`config.mk`:
```
export PLATFORM = sky130hd
export DESIGN_NAME = fifo_pin_driver
export DESIGN_NICKNAME = d
export VERILOG_FILES = /design/src/rtl/fifo_pin_pkg.sv /design/src/rtl/fifo_pin_sync.sv /design/src/rtl/fifo_pin_driver.sv
export SDC_FILE = /design/constraint.sdc
export NUM_CORES = 1
export LEC_CHECK = 0
export ABC_CLOCK_PERIOD_IN_PS = 2900
export BUFFER_PORTS_ARGS = -buffer_cell sky130_fd_sc_hd__buf_2
export CAP_MARGIN = 10
export CORE_UTILIZATION = 45
export CTS_CLUSTER_DIAMETER = 200
export DETAILED_ROUTE_END_ITERATION = 7
export PLACE_DENSITY = 0.65
export REMOVE_ABC_BUFFERS = 1
export SYNTH_ARGS = -nofsm -noshare
export SYNTH_HDL_FRONTEND = slang
export SYNTH_SLANG_ARGS = --single-unit
```
`constraint.sdc`:
```
create_clock -name clk -period 2.9 [get_ports clk]
set_clock_uncertainty 0.2 [all_clocks]
set_input_delay 0.29 -clock clk [delete_from_list [all_inputs] [get_ports clk]]
set_output_delay 0.29 -clock clk [all_outputs]
set_load 0.1 [all_outputs]
```
`src/rtl/fifo_pin_pkg.sv`:
```
// Shared encodings for the FIFO pin driver: FSM states, command kinds and
// bit positions of the multiplexed io_in/io_out pin fields.
package fifo_pin_pkg;

  typedef logic [2:0] state_t;

  localparam state_t ST_INIT  = 3'd0;
  localparam state_t ST_IDLE  = 3'd1;
  localparam state_t ST_SETUP = 3'd2;
  localparam state_t ST_HIGH  = 3'd3;
  localparam state_t ST_LOW   = 3'd4;

  typedef enum logic [1:0] {
    CMD_RESET,
    CMD_WRITE,
    CMD_READ
  } cmd_kind_e;

  // io_in field positions; [7:2] carries data when write_en, else the command
  localparam int CLK_BIT  = 0;
  localparam int WEN_BIT  = 1;
  localparam int RSTN_BIT = 2;
  localparam int POP_BIT  = 3;
  localparam int PEEK_LSB = 4;
  localparam int DATA_LSB = 2;

  // io_out field positions (data_out shares DATA_LSB)
  localparam int INV_CLK_BIT = 0;
  localparam int EMPTY_N_BIT = 1;

  // Idle-looking FIFO reply: data 0, empty, inv_clk high (fifo clk low)
  localparam logic [7:0] SYNC_RESET_VAL = 8'b0000_0001;

endpackage

```
`src/rtl/fifo_pin_sync.sv`:
```
// Multi-flop synchroniser for the FIFO's io_out pins; resets to the value an
// idle, empty FIFO would present so no spurious link error is seen.
module fifo_pin_sync
  import fifo_pin_pkg::*;
#(
  parameter int SYNC_STAGES = 2
) (
  input  logic       clk,
  input  logic       reset_n,
  input  logic [7:0] raw,
  output logic [7:0] synced
);

  logic [7:0] stage_q [SYNC_STAGES];

  always_ff @(posedge clk) begin
    if (!reset_n) begin
      for (int i = 0; i < SYNC_STAGES; i++) stage_q[i] <= SYNC_RESET_VAL;
    end else begin
      stage_q[0] <= raw;
      for (int i = 1; i < SYNC_STAGES; i++) stage_q[i] <= stage_q[i-1];
    end
  end

  assign synced = stage_q[SYNC_STAGES-1];

endmodule

```
`src/rtl/fifo_pin_driver.sv`:
```
// Host-side driver for the 6-bit FIFO's 8-pin multiplexed interface: turns
// write/read/reset requests into clocked pin transactions and decodes replies.
//
// state | meaning
// ------+-----------------------------------------------------------------
// INIT  | first cycle after reset; launches the FIFO reset transaction
// IDLE  | fifo clk low, neutral bus; accepts reset > write > read
// SETUP | command on bus, fifo clk low; last cycle samples the reply
// HIGH  | fifo clk high (FIFO acts on the rising edge); occupancy updated
// LOW   | fifo clk low with bus held; exit returns to IDLE
module fifo_pin_driver
  import fifo_pin_pkg::*;
#(
  parameter int DEPTH       = 16,
  parameter int SETUP_CYC   = 3,
  parameter int HALF_CYC    = 2,
  parameter int SYNC_STAGES = 2
) (
  input  logic       clk,
  input  logic       reset_n,
  input  logic       wr_valid,
  input  logic [5:0] wr_data,
  output logic       wr_ready,
  input  logic       rd_valid,
  input  logic [3:0] rd_peek,
  input  logic       rd_pop,
  output logic       rd_ready,
  output logic       rsp_valid,
  output logic [5:0] rsp_data,
  output logic       rsp_empty,
  input  logic       fifo_reset_req,
  output logic [4:0] occupancy,
  output logic       link_err,
  output logic [7:0] io_in_o,
  input  logic [7:0] io_out_i
);

  localparam int CNT_MAX = (SETUP_CYC > HALF_CYC) ? SETUP_CYC : HALF_CYC;
  localparam int CNT_W   = $clog2(CNT_MAX + 1);
  localparam logic [CNT_W-1:0] SETUP_LOAD = CNT_W'(SETUP_CYC - 1);
  localparam logic [CNT_W-1:0] HALF_LOAD  = CNT_W'(HALF_CYC - 1);
  localparam logic [CNT_W-1:0] CNT_ONE    = CNT_W'(1);
  localparam logic [4:0]       OCC_FULL   = 5'(DEPTH);

  state_t           state_q;
  logic [CNT_W-1:0] cnt_q;
  cmd_kind_e        cmd_q;
  logic [5:0]       data_q;
  logic [3:0]       peek_q;
  logic             pop_q;
  logic [4:0]       occ_q;
  logic             link_err_q;
  logic             rsp_valid_q;
  logic [5:0]       rsp_data_q;
  logic             rsp_empty_q;

  logic [7:0] io_sync;
  logic [7:0] bus;
  logic       is_idle;
  logic       not_full;
  logic       tc;
  logic       sampled_empty;
  logic       eff_pop;

  fifo_pin_sync #(
    .SYNC_STAGES(SYNC_STAGES)
  ) u_sync (
    .clk    (clk),
    .reset_n(reset_n),
    .raw    (io_out_i),
    .synced (io_sync)
  );

  assign is_idle  = (state_q == ST_IDLE);
  assign not_full = (occ_q < OCC_FULL);
  assign wr_ready = reset_n & is_idle & ~fifo_reset_req & not_full;
  assign rd_ready = reset_n & is_idle & ~fifo_reset_req & ~(wr_valid & not_full);

  assign tc            = (cnt_q == '0);
  assign sampled_empty = ~io_sync[EMPTY_N_BIT];
  // A pop against an empty FIFO is dropped so the edge becomes a no-op
  assign eff_pop       = (cmd_q == CMD_READ) & pop_q & ~sampled_empty;

  always_ff @(posedge clk) begin
    if (!reset_n) begin
      state_q     <= ST_INIT;
      cnt_q       <= '0;
      cmd_q       <= CMD_RESET;
      data_q      <= '0;
      peek_q      <= '0;
      pop_q       <= 1'b0;
      occ_q       <= '0;
      link_err_q  <= 1'b0;
      rsp_valid_q <= 1'b0;
      rsp_data_q  <= '0;
      rsp_empty_q <= 1'b1;
    end else begin
      rsp_valid_q <= 1'b0;
      case (state_q)
        ST_INIT: begin
          cmd_q   <= CMD_RESET;
          peek_q  <= '0;
          pop_q   <= 1'b0;
          cnt_q   <= SETUP_LOAD;
          state_q <= ST_SETUP;
        end
        ST_IDLE: begin
          if (fifo_reset_req) begin
            cmd_q   <= CMD_RESET;
            peek_q  <= '0;
            pop_q   <= 1'b0;
            cnt_q   <= SETUP_LOAD;
            state_q <= ST_SETUP;
          end else if (wr_valid && wr_ready) begin
            cmd_q   <= CMD_WRITE;
            data_q  <= wr_data;
            cnt_q   <= SETUP_LOAD;
            state_q <= ST_SETUP;
          end else if (rd_valid && rd_ready) begin
            cmd_q   <= CMD_READ;
            peek_q  <= rd_peek;
            pop_q   <= rd_pop;
            cnt_q   <= SETUP_LOAD;
            state_q <= ST_SETUP;
          end
        end
        ST_SETUP: begin
          if (tc) begin
            rsp_data_q  <= io_sync[DATA_LSB +: 6];
            rsp_empty_q <= sampled_empty;
            if (!io_sync[INV_CLK_BIT]) link_err_q <= 1'b1;
            if (cmd_q == CMD_READ && sampled_empty) pop_q <= 1'b0;
            case (cmd_q)
              CMD_WRITE: if (not_full) occ_q <= occ_q + 5'd1;
              CMD_READ:  if (eff_pop && occ_q != '0) occ_q <= occ_q - 5'd1;
              default:   occ_q <= '0;
            endcase
            cnt_q   <= HALF_LOAD;
            state_q <= ST_HIGH;
          end else begin
            cnt_q <= cnt_q - CNT_ONE;
          end
        end
        ST_HIGH: begin
          if (tc) begin
            cnt_q   <= HALF_LOAD;
            state_q <= ST_LOW;
          end else begin
            cnt_q <= cnt_q - CNT_ONE;
          end
        end
        ST_LOW: begin
          if (tc) begin
            rsp_valid_q <= (cmd_q == CMD_READ);
            state_q     <= ST_IDLE;
          end else begin
            cnt_q <= cnt_q - CNT_ONE;
          end
        end
        default: state_q <= ST_INIT;
      endcase
    end
  end

  // Bus content depends only on the latched command; fifo clk is the state
  always_comb begin
    bus = '0;
    case (state_q)
      ST_IDLE: bus[RSTN_BIT] = 1'b1;
      ST_SETUP, ST_HIGH, ST_LOW: begin
        bus[CLK_BIT] = (state_q == ST_HIGH);
        case (cmd_q)
          CMD_WRITE: begin
            bus[WEN_BIT]          = 1'b1;
            bus[DATA_LSB +: 6]    = data_q;
          end
          CMD_READ: begin
            bus[RSTN_BIT]         = 1'b1;
            bus[POP_BIT]          = pop_q;
            bus[PEEK_LSB +: 4]    = peek_q;
          end
          default: ;
        endcase
      end
      default: ;
    endcase
  end

  // Reset drives the FIFO-reset command at once, without waiting for an edge
  assign io_in_o   = reset_n ? bus : 8'h00;
  assign occupancy = occ_q;
  assign link_err  = link_err_q;
  assign rsp_valid = rsp_valid_q;
  assign rsp_data  = rsp_data_q;
  assign rsp_empty = rsp_empty_q;

endmodule

```
Yosys cells after proc, flatten, opt, wreduce, memory -nomap -nowiden

Memory sizes are Yosys's and may differ from the RTL's.
Index checks and enable logic that the tools add are counted.

Memories: 1
Register bits after elaboration: 32
RAM bits: 16
Bits in latches: 0
Memory bits (read-only): 0
Logic and storage cells: 106
Output and inout port bits: 24

Bitwise operators: 13
Magnitude comparators: 1
Shift operators: 0
Reduce and logical (&&, ||, !) cells: 22
Div/mod/pow operators: 0
Multiplexer cells: 39
Multiply operators: 0
$add $sub $neg: 3
Equality and inequality tests: 16

Memory list:

| memory         | depth | bits a word | rd ports | clocked after memory_dff | wr ports | RTL line            | source |
|---|---|---|---|---|---|---|---|
| u_sync.stage_q | 2     | 8           | 2        | 0                        | 2        | fifo_pin_sync.sv:14 | `logic [7:0] stage_q [SYNC_STAGES];` |

Operator list:

| cell                  | number |
|---|---|
| $mux W8               | 3 |
| $mux W3               | 6 |
| $mux W2               | 8 |
| $mux W5               | 3 |
| $pmux W3 S5           | 1 |
| $reduce_and A3 Y1     | 5 |
| $mux W4               | 3 |
| $ne A2 B2 Y1 const B  | 6 |
| $pmux W6 S2           | 1 |
| $pmux W5 S2           | 1 |
| $mux W1               | 8 |
| $pmux W2 S4           | 1 |
| $pmux W4 S2           | 1 |
| $reduce_and A4 Y1     | 2 |
| $and A1 B1 Y1         | 7 |
| $eq A3 B2 Y1 const B  | 2 |
| $add A5 B1 Y5 const B | 1 |
| $lt A5 B5 Y1 const B  | 1 |
| $reduce_and A5 Y1     | 1 |
| $reduce_bool A5 Y1    | 1 |
| $sub A5 B1 Y5 const B | 1 |
| $logic_and A1 B1 Y1   | 4 |
| $ne A4 B2 Y1 const B  | 1 |
| $not A1 Y1            | 4 |
| 20 further kinds      | 22 |

Longest topological paths before layout

Gate-level depths: netlist of run 1.

Depth after elaboration: 9
Depth in mapped cells: 10

Hierarchy

Synthesis of run 1 repeated with hierarchy kept, for this count alone.

Cell total of the unflattened synthesis: 225
Area total of the unflattened synthesis: 2,124.5 sq um

By module, submodules not included:

| module          | seq. area each (sq um) | area an instance (sq um) | cells each | times used |
|---|---|---|---|---|
| fifo_pin_driver | 640.6                  | 1,620.3                  | 184        | 1 |
| fifo_pin_sync   | 320.3                  | 504.2                    | 41         | 1 |

Worst setup path before layout of run 1

Ideal clock, no wire load.

Path type: register to output
Start: reg occ_q[4] (netlist: occupancy[4])
End: out rd_ready
Setup slack: -122 ps
Data arrival time: 2,532 ps
Stages on the path, launching flop included: 3
Cell sequence: dfxtp_1 > nor2b_1 > nor2_1

Word-level cells in the longest chain between the ends: 4

Ends and longest elaborated chain:

| what                     | RTL line               | source |
|---|---|---|
| start: declaration       | fifo_pin_driver.sv:51  | `logic [4:0] occ_q;` |
| start signal: assignment | fifo_pin_driver.sv:134 | `CMD_WRITE: if (not_full) occ_q <= occ_q + 5'd1;` |
| start signal: assignment | fifo_pin_driver.sv:135 | `CMD_READ: if (eff_pop && occ_q != '0) occ_q <= occ_q - 5'd1;` |
| $lt A5 B5 Y1             | fifo_pin_driver.sv:75  | `assign not_full = (occ_q < OCC_FULL);` |
| $and A1 B1 Y1            | fifo_pin_driver.sv:77  | `assign rd_ready = reset_n & is_idle & ~fifo_reset_req & ~(wr_valid & not_full);` |
| $not A1 Y1               | fifo_pin_driver.sv:77  |  |
| $and A1 B1 Y1            | fifo_pin_driver.sv:77  |  |
| end: declaration         | fifo_pin_driver.sv:27  | `output logic rd_ready,` |

Every way passes these cells.

Worst setup path in the final report of run 1

Start: reg state_q[1]
End: out io_in_o[3]

Word-level cells in the longest chain between the ends: 4
Elaborated cells on any way between the ends: 6

Ends and longest elaborated chain:

| what                                                | RTL line               | source |
|---|---|---|
| start: declaration                                  | fifo_pin_driver.sv:45  | `state_t state_q;` |
| start signal: assignment                            | fifo_pin_driver.sv:86  | `state_q <= ST_INIT;` |
| start signal: assignment                            | fifo_pin_driver.sv:105 | `state_q <= ST_SETUP;` |
| start signal: assignment                            | fifo_pin_driver.sv:113 | `state_q <= ST_SETUP;` |
| $eq A3 B2 Y1 / $eq A3 B3 Y1 (equally long branches) | fifo_pin_driver.sv:168 | `case (state_q)` |
| $reduce_or A3 Y1 *                                  | fifo_pin_driver.sv:168 |  |
| $mux W5 *                                           | fifo_pin_driver.sv:168 |  |
| $mux W8 *                                           | fifo_pin_driver.sv:190 | `assign io_in_o = reset_n ? bus : 8'h00;` |
| end: declaration                                    | fifo_pin_driver.sv:34  | `output logic [7:0] io_in_o,` |

Every way passes the cells marked *; elsewhere a longest branch is shown, timed or not.

==> flow_metrics.env, run 1 <==
export IMPL_status="finished clean"
export IMPL_start_util_pct=47.4
export IMPL_grt_pass1_wl_microns=7730
export IMPL_area_growth_pct=23.4
export IMPL_cp_required_ps=2410
export IMPL_drt_wirelength_per_cell_microns=12.9
export IMPL_dieArea_sq_mm=0.00493
export IMPL_nNetsFinal=324
export IMPL_synth_edf_count=0
export IMPL_r2r_end="occupancy[4]"
export IMPL_period_needed_ps=2650
export IMPL_clk_latency_ps=300
export IMPL_reg2regPathDepth=9
export IMPL_r2r_start="cmd_q[0]"
export IMPL_crit_path_max_incr_delay_ps=600
export IMPL_path_max_fanout=11
export IMPL_grt_ovfl_total=0
export IMPL_r2r_setup_slack_ps=420
export IMPL_mostFrequentLayoutCells="48 x dfxtp_1, 45 x buf_2, 30 x nor2_1, 29 x nand2_1, 19 x a21oi_1"
export IMPL_antenna_found_initial=0
export IMPL_hold_worst_slack_ps=18.5
export IMPL_crit_chain="nand2b_1 > nand2_1 > nand3b_1 > nor2_1 > buf_2"
export IMPL_arrival_ps=2160
export IMPL_synth_seq_cells=48
export IMPL_ys_types=45
export IMPL_cp_num_cells=5
export IMPL_numCtsBuffers=5
export IMPL_critPathKind="flip-flop to output pin"
export IMPL_ios=48
export IMPL_grt_pass1_vias=1641
export IMPL_gp_congestion=0.778
export IMPL_ir_worst_vdd_uv=290
export IMPL_cp_end_kind="output pin"
export IMPL_finalInstanceArea_sq_mm=0.00258
export IMPL_place_hpwl_microns=3150
export IMPL_rsz0062_at_grt="no"
export IMPL_fillers=396
export IMPL_crit_end="io_in_o[3]"
export IMPL_drtPass1Iterations=4
export IMPL_viasPerCell=5.17
export IMPL_ys_async_sr_fraction_pct=0
export IMPL_final_common_cell="dfxtp_1"
export IMPL_placed_cells=329
export IMPL_yosysWarnings=0
export IMPL_cts_tree="yes"
export IMPL_rows=24
export IMPL_port_buffers=47
export IMPL_timing_final_max_slew_violations=0
export IMPL_wl_microns=4460
export IMPL_placed_cell_area_sq_mm=0.00239
export IMPL_cts_htree_levels=2
export IMPL_pre_cts_ws_ps=456
export IMPL_tightest_slew_ps=625
export IMPL_drive_gt1_share_pct=21.5
export IMPL_drt_initial_drc_count=112
export IMPL_cts_path_max_buffers=2
export IMPL_max_freq_mhz=377
export IMPL_min_period_over_period_pct=91.5
export IMPL_setup_viol=0
export IMPL_slew_headroom_pct=58.0
export IMPL_clkSinkCount=48
export IMPL_antenna_left=0
export IMPL_path_buf_inv=1
export IMPL_crit_family="simple AND/OR/NAND/NOR gates"
export IMPL_die_h_microns=70.2
export IMPL_final_instance_count_excl_fill=345
export IMPL_total_leakage_power_uw=0.00116
export IMPL_clk_pin_slew_ps=90
export IMPL_vias=1782
export IMPL_syn_area_sq_mm=0.00209
export IMPL_synth_main_ff_cell="dfxtp_1"
export IMPL_antenna_cells=0
export IMPL_startpoint="state_q[1]"
export IMPL_die_x_microns=70.2
export IMPL_drc_errors=0
export IMPL_slowest_stage="dfxtp_1"
export IMPL_hold_viol=0
export IMPL_power_density_mw_per_mm2=542
export IMPL_cts_setup_buffers=0
export IMPL_core_sq_mm=0.00441
export IMPL_track_usage_pct=19.7
export IMPL_postLayoutSetupSlackWorst_ps=247
export IMPL_grt_max_degree=20
export IMPL_synth_cells=239
export IMPL_yosysSeqAreaShare_pct=45.9
export IMPL_syn_area_per_cell_sq_um=8.76
export IMPL_hold_path_class="primary input to flip-flop"
export IMPL_maxCapViolCount=0
export IMPL_cts_root_buf="clkbuf_8"
export IMPL_cp_start_kind="flip-flop"
[what timing repair did]
action | CTS | global route
endpoints found under the hold margin | 8 | 0
hold buffers | 8 | 0
gates resized for setup | 0 | 0
[flip-flops by register name, indices dropped and copies added (netlist names)]
signal and count:
cmd_q 2, rsp_data 6, rsp_empty 1, link_err 1, cnt_q 2, u_sync.stage_q 16
rsp_valid 1, peek_q 4, pop_q 1, data_q 6, occupancy 5, state_q 3
[per-stage QoR]
step	setup TNS, ps	util [%]	total power (uW)
final	0	58.5	1400
after global routing	0	58.5	1470
after floorplan	-728	-	857
after detailed placement	0	54.1	920
after CTS	0	58.5	1410
after global placement	0	54.1	919
[cell type report]
type / instances / area [sq um] / share of cell area (%)
clock inverters: 3 / 47.5 / 1.84
clock buffers: 5 / 68.8 / 2.66
multi-input cells: 167 / 1020 / 39.4
flip-flops and latches: 48 / 961 / 37.2
well taps: 52 / 65.1 / 2.52
inverters: 9 / 33.8 / 1.31
repair buffers: 61 / 390 / 15.1
[routing by layer]
metal,track usage [%],vias up,wire length [microns]
li1,-,917,-
met2,30.4,44,2010
met5,0,-,0
met3,3.61,7,164
met1,27.0,814,2210
met4,8.00,0,78
[worst min path at each step]
stage                              start              endpoint  slack, ps  cells after the start
finish                        wr_data[3]             data_q[3]         20                      3
detailed placement  u_sync.stage_q[0][0]  u_sync.stage_q[0][8]        200                      1
global placement    u_sync.stage_q[0][0]  u_sync.stage_q[0][8]        190                      1
global route                  rd_peek[3]             peek_q[3]         20                      3
CTS                           wr_data[5]             data_q[5]         10                      3
floorplan                        reset_n  u_sync.stage_q[0][0]        160                      1
[Yosys cell counts (2+ instances only)]
library cell | count | area, sq um
a21oi_1 | 19 | 95.1
xor2_1 | 2 | 17.5
nand2b_1 | 8 | 50.1
dfxtp_1 | 48 | 961
a31oi_1 | 2 | 12.5
a221o_1 | 2 | 20.0
ha_1 | 7 | 87.6
clkbuf_1 | 9 | 33.8
o211ai_1 | 2 | 15.0
nand2_1 | 29 | 109
or3_1 | 3 | 18.8
a211oi_1 | 2 | 15.0
and2_1 | 15 | 93.8
buf_2 | 2 | 10.0
nor3_1 | 3 | 15.0
a22oi_1 | 5 | 37.5
mux2i_1 | 7 | 70.1
nand3_1 | 8 | 40.0
inv_1 | 9 | 33.8
buf_6 | 3 | 33.8
nor2_1 | 30 | 113
[tightest hold or removal path: cells and delay by family]
kind / cells / cell delay [ps]
buffers and inverters: 1 / 80
muxes: 1 / 50
and+or+nand+nor: 1 / 70
[power breakdown]
| part | total, uW | switching (uW) | internal [uW] |
|---|---|---|---|
| Combinational | 211 | 137 | 74.2 |
| Clock | 487 | 227 | 260 |
| Sequential | 702 | 19.1 | 683 |
| Total | 1400 | 383 | 1020 |
[cell families after synthesis]
logic type               count (synthesis)  share of synthesized area (%)
AO/OA/AOI/OAI                           44                           14.0
XOR/XNOR                                 3                           1.26
adder cells (fa/ha/maj)                  8                           5.14
buffers and inverters                   24                           5.50
flip-flops                              48                           45.9
multiplexers                             7                           3.35
AND/OR/NAND/NOR                        105                           24.8
No activity file was read; power rests on OpenSTA's default activity.
==> inputs of run 2 (changes only) <==
Settings changed: CORE_UTILIZATION 45 to 53, PLACE_DENSITY 0.65 to 0.76.
==> run 2 against run 1 <==
  * Combinational power about the same
  * Clock power fell by 13%
  * Die area down 15%
  * Non-clock buffer count unchanged
  * Power shrank 4.4%
  * Count of clock-buffer cells in the layout grew 1
  * Register-to-register slack gained 110 ps
  * Fmax rose by 1.1%
  * Worst setup slack better by 29 ps
  * Flip-flop and latch count stayed put
  * Sequential power barely moved
  * First-iteration DRC count grew 44%
  * Critical path type unchanged
  * Highest routed layer unchanged
==> flow_metrics.env, run 2 (same netlist as run 1, synthesis figures left out) <==
export IMPL_status="finished clean"
export IMPL_antenna_left=0
export IMPL_clk_pin_slew_ps=90
export IMPL_vias=1798
export IMPL_cts_root_buf="clkbuf_8"
export IMPL_crit_path_max_incr_delay_ps=590
export IMPL_p_comb_share_pct=15.8
export IMPL_power_density_mw_per_mm2=522
export IMPL_cts_path_max_buffers=2
export IMPL_drc_errors=0
export IMPL_rsz0062_at_grt="no"
export IMPL_pre_cts_ws_ps=595
export IMPL_die_h_microns=64.8
export IMPL_clkPwrFrac_pct=31.8
export IMPL_holdPathEnd="data_q[1]"
export IMPL_drt_wirelength_per_cell_microns=13.0
export IMPL_cts_htree_levels=2
export IMPL_cts_tree="yes"
export IMPL_p_int_uw=957
export IMPL_path_buf_inv=1
export IMPL_gp_congestion=0.900
export IMPL_ir_worst_vdd_uv=351
export IMPL_drt_initial_drc_count=161
export IMPL_start_util_pct=56.3
export IMPL_rows=22
export IMPL_startpoint="state_q[1]"
export IMPL_reg2regPathDepth=9
export IMPL_postCtsResizedCells=0
export IMPL_min_from="wr_data[1]"
export IMPL_hold_path_class="primary input to flip-flop"
export IMPL_setup_viol=0
export IMPL_nNetsFinal=324
export IMPL_antenna_cells=0
export IMPL_area_growth_pct=22.4
export IMPL_largest_register="u_sync.stage_q"
export IMPL_hold_buffers=8
export IMPL_grt_pass1_wl_microns=7420
export IMPL_r2r_end="occupancy[4]"
export IMPL_wl_met1_microns=2150
export IMPL_clk_latency_ps=300
export IMPL_cp_end_kind="output pin"
export IMPL_dr_wl_met2_microns=2000
export IMPL_finalInstanceArea_sq_mm=0.00256
export IMPL_wl_microns=4430
export IMPL_grt_pass1_vias=1626
export IMPL_max_freq_mhz=381
export IMPL_sequentialPowerShare_pct=52.5
export IMPL_hold_viol=0
export IMPL_drtPass1Iterations=4
export IMPL_final_instance_count_excl_fill=341
export IMPL_crit_family="simple AND/OR/NAND/NOR gates"
export IMPL_cp_start_kind="flip-flop"
export IMPL_critPathKind="flip-flop to output pin"
export IMPL_period_needed_ps=2620
export IMPL_dr_wl_met3_microns=196
export IMPL_mostFrequentLayoutCells="48 x dfxtp_1, 45 x buf_2, 30 x nor2_1, 29 x nand2_1, 19 x a21oi_1"
export IMPL_place_hpwl_microns=3170
export IMPL_largest_register_ffs=16
export IMPL_total_leakage_power_uw=0.00115
export IMPL_maxCapViolCount=0
export IMPL_arrival_ps=2130
export IMPL_power_uw=1340
export IMPL_tightest_slew_ps=747
export IMPL_die_x_microns=64.8
export IMPL_switchingPower_uw=382
export IMPL_swShare_pct=28.5
export IMPL_placed_cells=325
export IMPL_dieArea_sq_mm=0.00420
export IMPL_track_usage_pct=23.0
export IMPL_crit_chain="nand2b_1 > nor3_1 > nand2_1 > nor2_1 > buf_12"
export IMPL_slew_headroom_pct=49.8
export IMPL_grt_max_degree=19
export IMPL_core_sq_mm=0.00372
export IMPL_port_buffers=47
export IMPL_timing_final_max_slew_violations=0
export IMPL_holdPathStages=3
export IMPL_viasPerCell=5.27
export IMPL_hold_worst_slack_ps=14.8
export IMPL_placed_cell_area_sq_mm=0.00238
export IMPL_cp_required_ps=2410
export IMPL_r2r_setup_slack_ps=530
export IMPL_postLayoutSetupSlackWorst_ps=276
export IMPL_grt_ovfl_total=0
export IMPL_slowest_stage="nor3_1"
export IMPL_highest_layer="met4"
export IMPL_min_period_over_period_pct=90.5
export IMPL_drive_gt1_share_pct=21.5
export IMPL_r2r_start="cmd_q[0]"
export IMPL_path_max_fanout=11
export IMPL_antenna_found_initial=0
export IMPL_final_common_cell="dfxtp_1"
export IMPL_numCtsBuffers=5
export IMPL_cts_setup_buffers=0
export IMPL_clkSinkCount=48
export IMPL_ios=48
[run 2: power groups by stage]
| stage | Sequential (uW) | Combinational (uW) | Clock (uW) |
|---|---|---|---|
| 2_1_floorplan | 750 | 107 | 0 |
| 3_3_place_gp | 717 | 201 | 0 |
| 3_5_place_dp | 717 | 202 | 0 |
| 4_1_cts | 702 | 211 | 435 |
| 5_1_grt | 706 | 232 | 457 |
| 6_report | 702 | 211 | 425 |
[run 2: final cells by class]
cell class,count,area (sq um)
Clock buffer,6,82.6
Clock inverter,2,17.5
Fill cell,312,1150
Inverter,9,33.8
Multi-Input combinational cell,167,1020
Sequential cell,48,961
Tap cell,48,60.1
Timing Repair Buffer,61,390
[run 2: how the worst max path moves through the flow]
stage               cells past startpoint      endpoint
finish                                  5      rd_ready
global route                            5      wr_ready
CTS                                     5      rd_ready
detailed placement                      9  occupancy[4]
global placement                        7  occupancy[2]
floorplan                               4      rd_ready
[run 2: worst reg2reg max path: stages, from the launching register on]
cell      delay (ps)
dfxtp_1          330
inv_1             80
ha_1             240
inv_1            110
fa_1             400
nand2b_1         160
a21oi_1          170
xnor2_1          110
and3b_1          170
a311o_1          310
[run 2: through the flow]
step           utilization [%]  TNS, ps
2_1_floorplan                -     -728
3_3_place_gp              64.1        0
3_5_place_dp              64.1        0
4_1_cts                   69.0        0
5_1_grt                   69.0        0
6_report                  69.0        0
[run 2: metal layers]
metal  up-vias  global-route usage (%)
met5         -                       0
met4         0                    9.17
met3         8                    3.87
met2        48                    36.2
met1       831                    31.1
li1        911                       -
